<file path="src/rtl/crc_serial_engine.sv">
// crc_serial_engine: parametrised serial CRC generator/checker (optional CRC_ERR_CNT_EN adds err_cnt)
module crc_serial_engine #(
  parameter int CRC_W = 5,
  parameter logic [CRC_W-1:0] POLY = 5'b00101,
  parameter logic [CRC_W-1:0] RESIDUAL = 5'b01100,
  parameter int DATA_LEN = 11
) (
  input  logic clk,
  input  logic rst_n,
  input  logic crc_start,
  input  logic mode,
  input  logic s_in,
  input  logic bit_valid,
  input  logic out_ready,
  input  logic crc_ack,
  output logic crc_out,
  output logic crc_out_valid,
  output logic busy,
  output logic crc_done,
  output logic crc_ok
`ifdef CRC_ERR_CNT_EN
  ,
  output logic [7:0] err_cnt
`endif
);
  localparam int CW = $clog2(DATA_LEN + CRC_W + 1);
  typedef enum logic [1:0] {IDLE, DATA, EMIT, DONE} state_t;
  state_t state, state_n;
  logic [CRC_W-1:0] r, r_next, sh;
  logic [CW-1:0] cnt;
  logic mode_q, fin, emit_last;
  assign r_next = {r[CRC_W-2:0], 1'b0} ^ ((r[CRC_W-1] ^ s_in) ? POLY : '0);
  assign fin = bit_valid && (cnt == (mode_q ? CW'(DATA_LEN + CRC_W - 1) : CW'(DATA_LEN - 1)));
  assign emit_last = out_ready && (cnt == CW'(CRC_W - 1));
  // state register
  always_ff @(posedge clk or negedge rst_n)
    if (!rst_n) state <= IDLE;
    else state <= state_n;
  // next-state: payload end goes to EMIT (generate) or DONE (check)
  always_comb begin
    state_n = state;
    case (state)
      IDLE: state_n = crc_start ? DATA : IDLE;
      DATA: state_n = fin ? (mode_q ? DONE : EMIT) : DATA;
      EMIT: state_n = emit_last ? DONE : EMIT;
      DONE: state_n = crc_ack ? IDLE : DONE;
      default: state_n = IDLE;
    endcase
  end
  // outputs decoded from the registered state; crc_out forced low outside EMIT
  always_comb begin
    crc_out_valid = state == EMIT;
    crc_out = (state == EMIT) & sh[CRC_W-1];
    busy = state != IDLE;
    crc_done = state == DONE;
  end
  // datapath: CRC register, shared payload/emit counter, output shifter, result flag
  always_ff @(posedge clk or negedge rst_n)
    if (!rst_n) begin
      r <= '1;
      cnt <= '0;
      mode_q <= 1'b0;
      sh <= '0;
      crc_ok <= 1'b0;
    end else case (state)
      IDLE: if (crc_start) begin
        r <= '1;
        cnt <= '0;
        mode_q <= mode;
        crc_ok <= 1'b0;
      end
      DATA: if (bit_valid) begin
        r <= r_next;
        cnt <= (fin && !mode_q) ? '0 : cnt + 1'b1;
        if (fin && !mode_q) sh <= ~r_next;
        if (fin && mode_q) crc_ok <= r_next == RESIDUAL;
      end
      EMIT: if (out_ready) begin
        sh <= {sh[CRC_W-2:0], 1'b0};
        cnt <= cnt + 1'b1;
      end
      DONE: if (crc_ack) crc_ok <= 1'b0;
      default: ;
    endcase
`ifdef CRC_ERR_CNT_EN
  // saturating count of failed checks, cleared only by reset
  always_ff @(posedge clk or negedge rst_n)
    if (!rst_n) err_cnt <= '0;
    else if (state == DATA && fin && mode_q && r_next != RESIDUAL && err_cnt != 8'hFF) err_cnt <= err_cnt + 1'b1;
`endif
endmodule

</file>
<file path="config.mk">
export PLATFORM = sky130hd
export DESIGN_NAME = crc_serial_engine
export DESIGN_NICKNAME = d
export VERILOG_FILES = /design/src/rtl/crc_serial_engine.sv
export SDC_FILE = /design/constraint.sdc
export NUM_CORES = 1
export LEC_CHECK = 0
export ABC_AREA = 1
export ABC_CLOCK_PERIOD_IN_PS = 3640
export CORE_MARGIN = 1
export CORE_UTILIZATION = 30
export CTS_CLUSTER_SIZE = 12
export DETAILED_ROUTE_END_ITERATION = 10
export PLACE_DENSITY_LB_ADDON = 0.25
export SLEW_MARGIN = 20
export SYNTH_ARGS = -nofsm -noshare
export SYNTH_HDL_FRONTEND = slang
export SYNTH_SLANG_ARGS = --single-unit
</file>
<file path="constraint.sdc">
create_clock -name clk -period 3.64 [get_ports clk]
set_clock_uncertainty 0.15 [all_clocks]
set_input_delay 0.546 -clock clk [delete_from_list [all_inputs] [get_ports clk]]
set_output_delay 0.546 -clock clk [all_outputs]
set_load 0.01 [all_outputs]
</file>
==> impl_metrics.tcl, run 1 <==
set metrics [dict create \
    drive_gt1_frac 0.101 \
    powerDensity_mw_per_mm2 636 \
    clockBufferDepth 2 \
    synth.distinct_cells 24 \
    cp_num_buf_inv 3 \
    r2r_setup_slack_ns 1.80 \
    r2r-start "state[0]" \
    rows 22 \
    multi_input_area_um2 592 \
    grt_pass1_vias 1017 \
    setup_viol 0 \
    diodes 0 \
    ios 13 \
    leakage_nw 0.744 \
    htreeDepth 1 \
    grt_use_total 0.136 \
    hpwlAfterDp_mm 1.88 \
    use_met3 0.0260 \
    path_common_cell "inv_1" \
    wl_per_cell_um 10.7 \
    vias 995 \
    cts_resized 0 \
    fin_crit_ns 2.60 \
    synth-seq-area-share 0.402 \
    synth-seq-cells 19 \
    status "complete, no violations" \
    worstSetupStartpointType "flip-flop" \
    post-route-period-util 0.715 \
    yosysTopAreaCell "dfrtp_1" \
    setup_tns_ns 0 \
    arrival_ns 1.91 \
    core_mm2 0.00374 \
    fmax_mhz 384 \
    syn_inst 164 \
    crit_chain "inv_1, ha_1, nand2_1, inv_1, clkdlybuf4s50_1" \
    regArea_um2 482 \
    antenna_found_initial 0 \
    cpPeakStageDelay_ns 0.52 \
    port_buffers 12 \
    tightest_slew_ns 0.862 \
    clk_pin_slew_ns 0.07 \
    drv_slew 0 \
    peakVddDrop_v 0.000160 \
    drtIter0Drc 33 \
    hp-class "reg -> reg" \
    dieArea_mm2 0.00425 \
    grt_max_degree 20 \
    cts_made_buffers 3 \
    fp.dieW_um 65.2 \
    critPathKind "reg -> out" \
    crit_path_max_fanout 12 \
    grt_overflow_total 0 \
    cts_root_buf "clkbuf_8" \
    critPathSlowestCell "clkdlybuf4s50_1" \
    min_path_cells 2 \
    cap_violations 0 \
    hold_buffers 0 \
    via_per_inst 4.40 \
    gp_congestion 0.821 \
    crit_family "buffers and inverters" \
    remaining_drc_errors 0 \
    syn_to_final_growth_pct 17.5 \
    grt_setup_unrepaired "false" \
    drt_pre_antenna_iters 4 \
    final_cell_mix "55 x nand2_1, 25 x inv_1, 14 x nand3_1, 14 x dfrtp_1, 12 x clkdlybuf4s50_1" \
    synth_area_leaders "dfrtp_1 29%, nand2_1 17%, dfstp_2 11%" \
    worstPathRequired_ns 2.94 \
    netlist_area_mm2 0.00120 \
    initial_utilization 0.320 \
    cp-end-kind "output pin" \
    grt_pass1_wl_mm 4.41 \
    antenna_left 0 \
    clkLatencyLatePin_ns 0.25 \
    yosys_warnings 0 \
    cts_sinks 19 \
    gr-max-usage-layer "met2" \
    syn-num-nets 180 \
    final_common_cell "nand2_1" \
    finalHoldViolations 0 \
    hold_end "r[4]" \
    hp-start "r[4]" \
    die_h_um 65.2 \
    post_cts_buffers 0 \
    grtUsageMet1 0.180 \
    drt-total-wl_mm 2.41 \
    rr_endpoint "sh[4]" \
    cts_tree "done" \
    use_met2 0.216 \
    reg2reg_depth 9 \
    synth_top_area_share 0.293 \
    place_area_mm2 0.00136 \
    final_area_mm2 0.00141 \
    relSlewSlack 0.424 \
    fillers 415 \
    avgSynthCellArea_um2 7.30 \
    nets 195 \
]
==> worst reg2reg max path: stages (launching register included) <==
cell and delay, ns:
dfrtp_1 0.42, inv_1 0.12, ha_1 0.43, nand2_1 0.14, nand2_1 0.15, a21oi_2 0.06, nand2_4 0.12, inv_4 0.05
nand2_1 0.05, nand2_1 0.05
==> through the flow <==
stage | utilization | instances | hold slack (ns) | setup WS, ns | total power, W
detailed placement | 0.364 | 222 | 0.322 | 1.32 | 0.000754
floorplan | - | 164 | 0.100 | 1.89 | 0.000645
global placement | 0.364 | 222 | 0.319 | 1.38 | 0.000746
global route | 0.376 | 226 | 0.366 | 0.915 | 0.000992
finish | 0.376 | 226 | 0.337 | 1.04 | 0.000895
CTS | 0.376 | 226 | 0.339 | 1.03 | 0.000905
==> synthesized netlist by cell type <==
cell type and count:
dfrtp_1 14, dfstp_2 5, o21ai_1 1, nor2_1 10, xor2_1 2, o21ai_0 7
nand3_1 14, nand2_2 2, nor2_2 1, inv_2 2, inv_1 25, nand2_4 1
a31oi_1 1, a21oi_1 7, ha_1 8, buf_2 1, nand2_1 55, nand4_1 2
inv_4 1, a21oi_2 1, buf_6 1, o21ai_2 1, nor3_2 1, xnor2_1 1
==> layer usage <==
metal / wire length [um] / vias up / part of all wire
li1: - / 534 / -
met1: 1260 / 451 / 0.52
met2: 1060 / 8 / 0.44
met3: 65 / 2 / 0.027
met4: 23 / 0 / 0.0095
met5: 0 / - / 0
==> flip-flops by register name, indices dropped and copies added, names as in the netlist <==
signal,flops
crc_ok,1
mode_q,1
sh,5
r,5
cnt,5
state,2
==> cell families after synthesis <==
| logic type | count (synthesis) | share of synthesized area |
|---|---|---|
| AO/OA/AOI/OAI | 18 | 0.0825 |
| XOR/XNOR | 3 | 0.0219 |
| adder cells (fa/ha/maj) | 8 | 0.0836 |
| buffers and inverters | 30 | 0.103 |
| flip-flops | 19 | 0.402 |
| AND/OR/NAND/NOR | 86 | 0.306 |
==> power breakdown <==
group / leakage, nW / switching [W] / total (W) / internal (W)
logic: 0.488 / 0.000242 / 0.000381 / 0.000139
clock network: 0.0228 / 0.0000705 / 0.000148 / 0.0000778
registers: 0.234 / 0.0000616 / 0.000365 / 0.000304
total: 0.744 / 0.000374 / 0.000895 / 0.000521
==> how the worst max path moves through the flow <==
stage	startpoint	slack [ns]	endpoint	depth (start not counted)
3_5_place_dp	state[0]	1.32	crc_out	5
3_3_place_gp	state[0]	1.38	crc_out	5
2_1_floorplan	state[0]	1.89	crc_out	5
6_report	state[0]	1.04	crc_out	5
5_1_grt	state[0]	0.91	crc_out	5
4_1_cts	state[0]	1.03	crc_out	5
==> layout make-up <==
| type | instances | area share |
|---|---|---|
| well taps | 48 | 0.0427 |
| inverters | 28 | 0.0765 |
| multi-input cells | 115 | 0.421 |
| repair buffers | 12 | 0.0854 |
| clock buffers | 4 | 0.0320 |
| flip-flops and latches | 19 | 0.343 |
Note: power is estimated with default switching activity, not from simulation.
==> inputs of run 2 (changes only) <==
- ABC_CLOCK_PERIOD_IN_PS: 3640 -> 2620
- clock period: 3.64 -> 2.62 ns (I/O delays scaled with it)
==> run 2 against run 1 <==
Net effect: routed wire length increased by 0.25%; die area unchanged; worst setup slack got worse by 0.59 ns; final cell count increased by 0.88%; largest power group unchanged.
==> impl_metrics.tcl, run 2 (synthesis gave the netlist of run 1 again) <==
set metrics [dict create \
    status "complete, no violations" \
    antenna_found_initial 0 \
    initial_utilization 0.320 \
    diodes 0 \
    core_mm2 0.00374 \
    crit_chain "inv_1, ha_1, nand2_1, inv_1, clkdlybuf4s50_1" \
    cts_root_buf "clkbuf_8" \
    final_common_cell "nand2_1" \
    peakVddDrop_v 0.000225 \
    critPathKind "reg -> out" \
    ios 13 \
    cp-end-kind "output pin" \
    arrival_ns 1.63 \
    htreeDepth 1 \
    via_per_inst 4.41 \
    hp-class "in -> async" \
    finalHoldViolations 0 \
    cap_violations 0 \
    share_comb_of_total_power 0.426 \
    tightest_slew_ns 0.397 \
    cts_resized 0 \
    clkLatencyLatePin_ns 0.26 \
    reg_top3 "cnt x5, r x5, sh x5" \
    crit_path_max_fanout 4 \
    grt_pass1_wl_mm 4.29 \
    nets 197 \
    grt_pass1_vias 977 \
    dieArea_mm2 0.00425 \
    post-route-period-util 0.828 \
    cts_tree "done" \
    grt_max_degree 20 \
    leakage_nw 0.755 \
    cts_sinks 19 \
    worstSetupStartpointType "flip-flop" \
    clockBufferDepth 2 \
    antenna_left 0 \
    hold_buffers 0 \
    stdcell_count 228 \
    hpwlAfterDp_mm 1.89 \
    fin_util 0.380 \
    vias 1006 \
    rows 22 \
    crit_family "buffers and inverters" \
    dp_cells 224 \
    remaining_drc_errors 0 \
    syn_to_final_growth_pct 18.7 \
    cp_num_buf_inv 3 \
    fp.dieW_um 65.2 \
    drtIter0Drc 59 \
    switching_share 0.417 \
    powerDensity_mw_per_mm2 873 \
    fin_crit_ns 2.17 \
    drt_pre_antenna_iters 4 \
    grt_setup_unrepaired "false" \
    critPathSlowestCell "clkdlybuf4s50_1" \
    clk_pin_slew_ns 0.07 \
    cts_made_buffers 3 \
    internal_power_w 0.000723 \
    drv_slew 0 \
    drt-total-wl_mm 2.42 \
    grt_overflow_total 0 \
    relSlewSlack 0.734 \
    final_cell_mix "55 x nand2_1, 25 x inv_1, 14 x nand3_1, 14 x dfrtp_1, 12 x clkdlybuf4s50_1" \
    gp_congestion 0.830 \
    fmax_mhz 461 \
    post_cts_buffers 0 \
    p_switching_w 0.000517 \
    cpPeakStageDelay_ns 0.52 \
    die_h_um 65.2 \
    wl_per_cell_um 10.6 \
    path_common_cell "inv_1" \
    port_buffers 12 \
    r2r_setup_slack_ns 0.80 \
    seq_power_share 0.409 \
    setup_viol 0 \
    worstPathRequired_ns 2.08 \
    drive_gt1_frac 0.111 \
    grt_use_total 0.134 \
    clock_power_share 0.166 \
    setup_tns_ns 0 \
]
[run 2: cell types whose count changed in the layout (fill, tap and decap cells not counted), sizes merged]
cell	delta
buf	+2
[run 2: final timing paths]
| path | end | startpoint | cells after the start |
|---|---|---|---|
| worst min-delay path | cnt[4] | rst_n | 2 |
| max in group asynchronous | r[3] | rst_n | 2 |
| min in group clk | r[4] | r[4] | 2 |
| worst max register to register | cnt[1] | state[0] | 8 |
| worst min register to register | r[4] | r[4] | 2 |
| worst max-delay path | crc_out | state[0] | 5 |
[run 2: layer usage]
metal,vias to the layer above,GRT usage,share of wire
met1,451,0.168,0.50
met3,4,0.0208,0.025
met2,13,0.218,0.45
met4,0,0.0734,0.020
li1,538,-,-
met5,-,0,0
[run 2: final cells by class]
cell class | instances | area (um^2)
Clock buffer | 4 | 45.0
Fill cell | 396 | 2320
Inverter | 28 | 108
Multi-Input combinational cell | 115 | 592
Sequential cell | 19 | 482
Tap cell | 48 | 60.1
Timing Repair Buffer | 14 | 135
[run 2: power groups by stage]
stage          Combinational [W]  Clock, W  Sequential (W)
6_report                0.000528  0.000205        0.000507
5_1_grt                 0.000603  0.000229        0.000522
4_1_cts                 0.000534  0.000212        0.000504
3_5_place_dp            0.000531         0        0.000509
3_3_place_gp            0.000523         0        0.000504
2_1_floorplan           0.000411         0        0.000485
[run 2: metrics by stage]
step                      hold slack [ns]  cell area, um^2  total power, W  worst slack [ns]
final                               0.317             1420         0.00124             0.450
after global routing                0.353             1420         0.00135             0.326
after CTS                           0.323             1420         0.00125             0.426
after detailed placement            0.321             1380         0.00104             0.718
after global placement              0.317             1380         0.00103             0.748
after floorplan                   -0.0526             1200        0.000896              1.00
